===== src/rtl/mode_selector_param.sv =====
// -----------------------------------------------------------------------------
// mode_selector_param
//
// Purpose:
//   Up/down mode selector for an appliance front panel. Two pre-debounced
//   buttons step a registered mode value between 0 and NUM_MODES-1. The mode
//   either saturates or wraps at the ends. Pressing both buttons together
//   reloads RESET_MODE. A held button auto-repeats: the first extra step comes
//   after REPEAT_DLY cycles, then one step every REPEAT_PER cycles.
//   Selection is frozen while the oven is cooking (start=1) or not idle
//   (idle=0). A button still held when the lock lifts never steps until it
//   has been released and pressed again.
//
// Parameters:
//   NUM_MODES  - number of selectable modes (2..256)
//   MODE_W     - width of the mode output
//   WRAP       - 0: saturate at the ends, 1: wrap around
//   RESET_MODE - mode loaded on reset and on a dual press (< NUM_MODES)
//   REPEAT_DLY - hold cycles before the first auto-repeat step (>= 1)
//   REPEAT_PER - cycles between later auto-repeat steps, 0 disables repeat
//
// Ports:
//   clk      in   system clock, rising edge
//   rst      in   asynchronous active-high reset
//   start    in   cook in progress, locks the selection
//   idle     in   oven idle, selection allowed only while high
//   btn_up   in   increment request (debounced, synchronous to clk)
//   btn_dwn  in   decrement request (debounced, synchronous to clk)
//   mode     out  current mode, registered
//   mode_chg out  one-cycle pulse whenever mode takes a new value
//   at_min   out  mode == 0, decoded from mode
//   at_max   out  mode == NUM_MODES-1, decoded from mode
//   locked   out  registered lock flag, high when start=1 or idle=0
// -----------------------------------------------------------------------------
module mode_selector_param #(
  parameter int NUM_MODES  = 4,
  parameter int MODE_W     = $clog2(NUM_MODES),
  parameter int WRAP       = 0,
  parameter int RESET_MODE = 0,
  parameter int REPEAT_DLY = 50,
  parameter int REPEAT_PER = 10
) (
  input  logic              clk,
  input  logic              rst,
  input  logic              start,
  input  logic              idle,
  input  logic              btn_up,
  input  logic              btn_dwn,
  output logic [MODE_W-1:0] mode,
  output logic              mode_chg,
  output logic              at_min,
  output logic              at_max,
  output logic              locked
);

  typedef enum logic [1:0] {
    S_REL  = 2'd0,  // no button active, waiting for a press
    S_DLY  = 2'd1,  // single button held, counting the initial delay
    S_RPT  = 2'd2,  // single button held, auto-repeating
    S_WAIT = 2'd3   // buttons ignored until both are released
  } state_t;

  // The counter only ever holds load values (delay-1 or period-1), so it is
  // sized from the larger of the two; never narrower than one bit.
  localparam int CNT_MAX = (REPEAT_DLY > REPEAT_PER) ? REPEAT_DLY : REPEAT_PER;
  localparam int CNT_W   = (CNT_MAX > 1) ? $clog2(CNT_MAX) : 1;

  localparam logic [MODE_W-1:0] MAX_MODE = MODE_W'(NUM_MODES - 1);
  localparam logic [MODE_W-1:0] RST_MODE = MODE_W'(RESET_MODE);
  localparam logic [CNT_W-1:0]  DLY_LOAD = CNT_W'((REPEAT_DLY > 0) ? REPEAT_DLY - 1 : 0);
  localparam logic [CNT_W-1:0]  PER_LOAD = CNT_W'((REPEAT_PER > 0) ? REPEAT_PER - 1 : 0);
  localparam bit                RPT_EN   = (REPEAT_PER > 0);

  // One step up, saturating or wrapping at the top. Any value at or above
  // MAX_MODE is treated as the top so a non-power-of-2 range never escapes.
  function automatic logic [MODE_W-1:0] step_up(input logic [MODE_W-1:0] m);
    if (m >= MAX_MODE) begin
      return (WRAP != 0) ? '0 : MAX_MODE;
    end
    return m + MODE_W'(1);
  endfunction

  // One step down, saturating or wrapping at the bottom.
  function automatic logic [MODE_W-1:0] step_dn(input logic [MODE_W-1:0] m);
    if (m == '0) begin
      return (WRAP != 0) ? MAX_MODE : '0;
    end
    if (m > MAX_MODE) begin
      return MAX_MODE;
    end
    return m - MODE_W'(1);
  endfunction

  state_t            state;
  logic [CNT_W-1:0]  cnt;
  logic              btn_up_p1;
  logic              btn_dwn_p1;
  logic              dir_up;

  logic              unlocked;
  logic              press_up;
  logic              press_dwn;
  logic              any_btn;
  logic              held_btn;
  logic              other_btn;
  logic              other_held;
  logic [MODE_W-1:0] mode_inc;
  logic [MODE_W-1:0] mode_dec;
  logic [MODE_W-1:0] mode_press;
  logic [MODE_W-1:0] mode_rpt;

  // ---- stage p0: decode current inputs against the previous button sample
  assign unlocked   = idle & ~start;
  assign press_up   = btn_up  & ~btn_up_p1;
  assign press_dwn  = btn_dwn & ~btn_dwn_p1;
  assign any_btn    = btn_up | btn_dwn;

  // A single press is only honoured when the opposite button is low; a press
  // while the other button is already held parks the FSM in S_WAIT.
  assign other_held = (press_up & btn_dwn) | (press_dwn & btn_up);

  assign held_btn   = dir_up ? btn_up  : btn_dwn;
  assign other_btn  = dir_up ? btn_dwn : btn_up;

  assign mode_inc   = step_up(mode);
  assign mode_dec   = step_dn(mode);
  assign mode_press = press_up ? mode_inc : mode_dec;
  assign mode_rpt   = dir_up   ? mode_inc : mode_dec;

  assign at_min     = (mode == '0);
  assign at_max     = (mode == MAX_MODE);

  // ---- stage p1: button history, lock flag, repeat FSM and mode register
  always_ff @(posedge clk or posedge rst) begin
    if (rst) begin
      mode       <= RST_MODE;
      mode_chg   <= 1'b0;
      locked     <= 1'b1;
      state      <= S_REL;
      cnt        <= '0;
      // History of 1 hides a button held through reset release.
      btn_up_p1  <= 1'b1;
      btn_dwn_p1 <= 1'b1;
      dir_up     <= 1'b1;
    end else begin
      btn_up_p1  <= btn_up;
      btn_dwn_p1 <= btn_dwn;
      locked     <= ~unlocked;
      mode_chg   <= 1'b0;

      if (!unlocked) begin
        // Lock aborts any repeat without a step; a button still high must
        // be released before it can act again.
        cnt   <= '0;
        state <= any_btn ? S_WAIT : S_REL;
      end else begin
        case (state)
          S_REL: begin
            if (press_up && press_dwn) begin
              mode     <= RST_MODE;
              mode_chg <= (mode != RST_MODE);
              state    <= S_WAIT;
            end else if (other_held) begin
              state <= S_WAIT;
            end else if (press_up || press_dwn) begin
              mode     <= mode_press;
              mode_chg <= (mode_press != mode);
              dir_up   <= press_up;
              cnt      <= DLY_LOAD;
              state    <= S_DLY;
            end
          end

          S_DLY, S_RPT: begin
            if (!held_btn) begin
              cnt   <= '0;
              state <= S_REL;
            end else if (other_btn) begin
              cnt   <= '0;
              state <= S_WAIT;
            end else if (cnt != '0) begin
              cnt <= cnt - CNT_W'(1);
            end else if (RPT_EN) begin
              // With repeat disabled the FSM simply parks in S_DLY.
              mode     <= mode_rpt;
              mode_chg <= (mode_rpt != mode);
              cnt      <= PER_LOAD;
              state    <= S_RPT;
            end
          end

          S_WAIT: begin
            if (!any_btn) begin
              state <= S_REL;
            end
          end

          default: begin
            cnt   <= '0;
            state <= S_REL;
          end
        endcase
      end
    end
  end

endmodule


===== config.mk =====
export PLATFORM = sky130hd
export DESIGN_NAME = mode_selector_param
export DESIGN_NICKNAME = d
export VERILOG_FILES = /design/src/rtl/mode_selector_param.sv
export SDC_FILE = /design/constraint.sdc
export NUM_CORES = 1
export LEC_CHECK = 0
export CAP_MARGIN = 15
export CORE_UTILIZATION = 49
export CTS_CLUSTER_DIAMETER = 60
export CTS_CLUSTER_SIZE = 28
export DETAILED_ROUTE_END_ITERATION = 8
export PLACE_DENSITY = 0.74
export SYNTH_ARGS = -nofsm -noshare
export SYNTH_HDL_FRONTEND = slang
export SYNTH_SLANG_ARGS = --single-unit

===== constraint.sdc =====
create_clock -name clk -period 1.8 [get_ports clk]
set_input_delay 0.36 -clock clk [delete_from_list [all_inputs] [get_ports clk]]
set_output_delay 0.36 -clock clk [all_outputs]
set_load 0.01 [all_outputs]

==> impl_metrics.tcl <==
set metrics [dict create \
    grt_pass1_wl_mm 4.96 \
    yosys_warnings 0 \
    drtIter0Drc 35 \
    avgSynthCellArea_um2 8.29 \
    numCtsBuffers 3 \
    cts_tree "done" \
    clk_latency_ps 290 \
    layoutNonFillerInstCount 199 \
    critPathRequiredTime_ps 1440 \
    hold_viol_final 0 \
    cap_violations 0 \
    syn_to_final_growth_pct 40.6 \
    fillers 158 \
    synthTopCellsByArea "dfrtp_1 26%, dfstp_2 9.9%, a21oi_1 5.2%, ha_1 4.7%, o21ai_0 4.7%" \
    yosys.cell_types.count 43 \
    powerDensity_nw_per_um2 915 \
    end_kind "output pin" \
    synthXorXnorAreaFrac_pct 0 \
    synth-async-reset-ratio_pct 100 \
    synth_top_family_by_area "compound AO/OA/AOI/OAI gates" \
    worstSetupPathType "flop to output pin" \
    post-dp-hpwl_mm 2.20 \
    fin_skew_ps 2.87 \
    synthSimpleGateAreaFrac_pct 23.8 \
    postRouteAntennaNets 0 \
    synth-seq-cells 15 \
    routedWlPerCell_um 14.7 \
    fp-row-count 16 \
    avgViaCountPerCell 5.81 \
    start_util_pct 53.0 \
    synth_mux_area_share_pct 2.00 \
    yosys.area.top_type_share_pct 25.9 \
    postSynthCellCount 128 \
    design.final.nets 183 \
    placed_cells 192 \
    critPathMaxFanout 4 \
    synth_top_area_cell "dfrtp_1" \
    yosysMostFrequentCell "nand2_1" \
    final_util_pct 74.5 \
    p_total_mw 1.36 \
    ir_drop_mv 0.543 \
    root_buffer "clkbuf_4" \
    synthAdderAreaFrac_pct 4.72 \
    critPathLaunchType "flop" \
    crit_path_cell_trace "and2_4, clkdlybuf4s50_1" \
    fin_crit_sh_pct 96.8 \
    wl_mm 2.92 \
    cts_max_level 1 \
    yosysSeqAreaShare_pct 35.8 \
    p_leak_nw 0.680 \
    period_needed_ps 1740 \
    synth-edff-count 0 \
    num_vias 1156 \
    finalSetupViolations 0 \
    die-height_um 48.5 \
    max-slew-margin-rel_pct 61.2 \
    io_buffers 11 \
    drv_slew 0 \
    cp_data_arrival_time_ps 1380 \
    diodes 0 \
    remaining_drc_errors 0 \
    ys.flop_type "dfrtp_1" \
    rsz0062_at_grt "no" \
    timing.fmax_mhz 574 \
    syn_nets 138 \
    multi_input_area_um2 654 \
    hp-class "input port to async pin" \
    ios 12 \
    layout-drive-gt1-share_pct 30.8 \
    slowest_delay_ps 530 \
    status "finished clean" \
    firstDrtPassIters 4 \
    place_area_um2 1410 \
    worst_pin_slew_ps 581 \
    grt_pass1_vias 1091 \
    syn_area_um2 1060 \
    cts_max_path_buffers 2 \
    grt_max_degree 16 \
    final_area_um2 1490 \
    clock-sinks 15 \
    fp.dieW_um 48.5 \
    track_usage_pct 27.0 \
    critPathSlowestCell "clkdlybuf4s50_1" \
    globalplace.congestion 0.887 \
    die_area_um2 2360 \
    grt_overflow 0 \
    synth_common_cells "13 x nand2_1, 11 x a21oi_1, 11 x dfrtp_1, 10 x inv_1, 10 x o21ai_0" \
    seqCellArea_um2 382 \
    grt_antenna_before_repair 0 \
    path_clk_slew_ps 100 \
    hold_ws_ps 426 \
    coreArea_um2 2000 \
    synth_compound_area_share_pct 27.6 \
]
-- report_power, final --
part	switching [mW]	leakage (nW)	internal [mW]
Combinational	0.358	0.484	0.381
Sequential	0.0380	0.182	0.386
Clock	0.116	0.0150	0.0862
-- sequential cells by signal (all words and copies together), names as in the netlist --
signal / count
btn_up_p1: 1
cnt: 6
mode: 2
locked: 1
dir_up: 1
state: 2
mode_chg: 1
btn_dwn_p1: 1
-- cell families after synthesis --
family          after synthesis
compound gates               44
fa+ha+maj                     4
buf+inv                      15
flops                        15
mux                           2
simple gates                 48
-- layout make-up --
type	instances	share of cell area [%]
clock buffers	4	1.76
inverters	11	2.77
multi-input cells	98	43.9
flip-flops and latches	15	25.6
well taps	27	2.27
repair buffers	44	23.7
-- worst paths after layout --
path	start	endpoint	slack, ps	depth (start not counted)
max in group asynchronous	rst	mode[1]$_DFFE_PP0P_	970	2
worst max-delay path	mode[0]$_DFFE_PP0P_	at_max	60	2
worst min-delay path	rst	mode[0]$_DFFE_PP0P_	430	2
min in group clk	btn_up	btn_up_p1$_DFF_PP1_	490	2
worst min register to register	state[0]$_DFFE_PP0P_	state[0]$_DFFE_PP0P_	540	1
worst max register to register	cnt[0]$_DFFE_PP0P_	state[0]$_DFFE_PP0P_	120	7
-- per-layer routing --
layer / track usage [%] / up-vias / routed length (µm)
li1: - / 562 / -
met1: 36.4 / 545 / 1270
met2: 44.8 / 42 / 1450
met3: 2.83 / 7 / 130
met4: 9.31 / 0 / 61
met5: 0 / - / 0
-- layout by cell type, fill, tap and decap left out, drive strengths merged, types with 3 or more instances in the layout --
master | synthesis | final
nand3 | 3 | 3
a31oi | 4 | 4
o21ai | 11 | 11
dlygate4sd2 | 0 | 3
dfstp | 4 | 4
inv | 10 | 10
nand2b | 5 | 5
clkdlybuf4s50 | 0 | 8
ha | 4 | 4
nand2 | 13 | 13
nor2 | 8 | 8
clkbuf | 3 | 4
dfrtp | 11 | 11
nor3 | 6 | 6
buf | 1 | 33
a21oi | 11 | 11
-- repair_timing --
item	CTS	global route
pin swaps	1	1
hold buffers	0	0
gates cloned	0	0
setup buffers	1	2
endpoints found under the setup margin	8	7
gates resized for setup	8	6
-- per-stage QoR --
stage               TNS, ps  setup WS [ps]
floorplan                 0           25.1
global placement      -2960           -341
detailed placement    -3590           -413
CTS                       0           3.46
global route              0           19.2
finish                    0           58.4
-- critical path, delay by kind of cell (launching register included) --
family	cells	cell delay, ps
buffers and inverters	1	530
flip-flops	1	390
AND/OR/NAND/NOR	1	170
No activity file was read; power rests on OpenSTA's default activity.
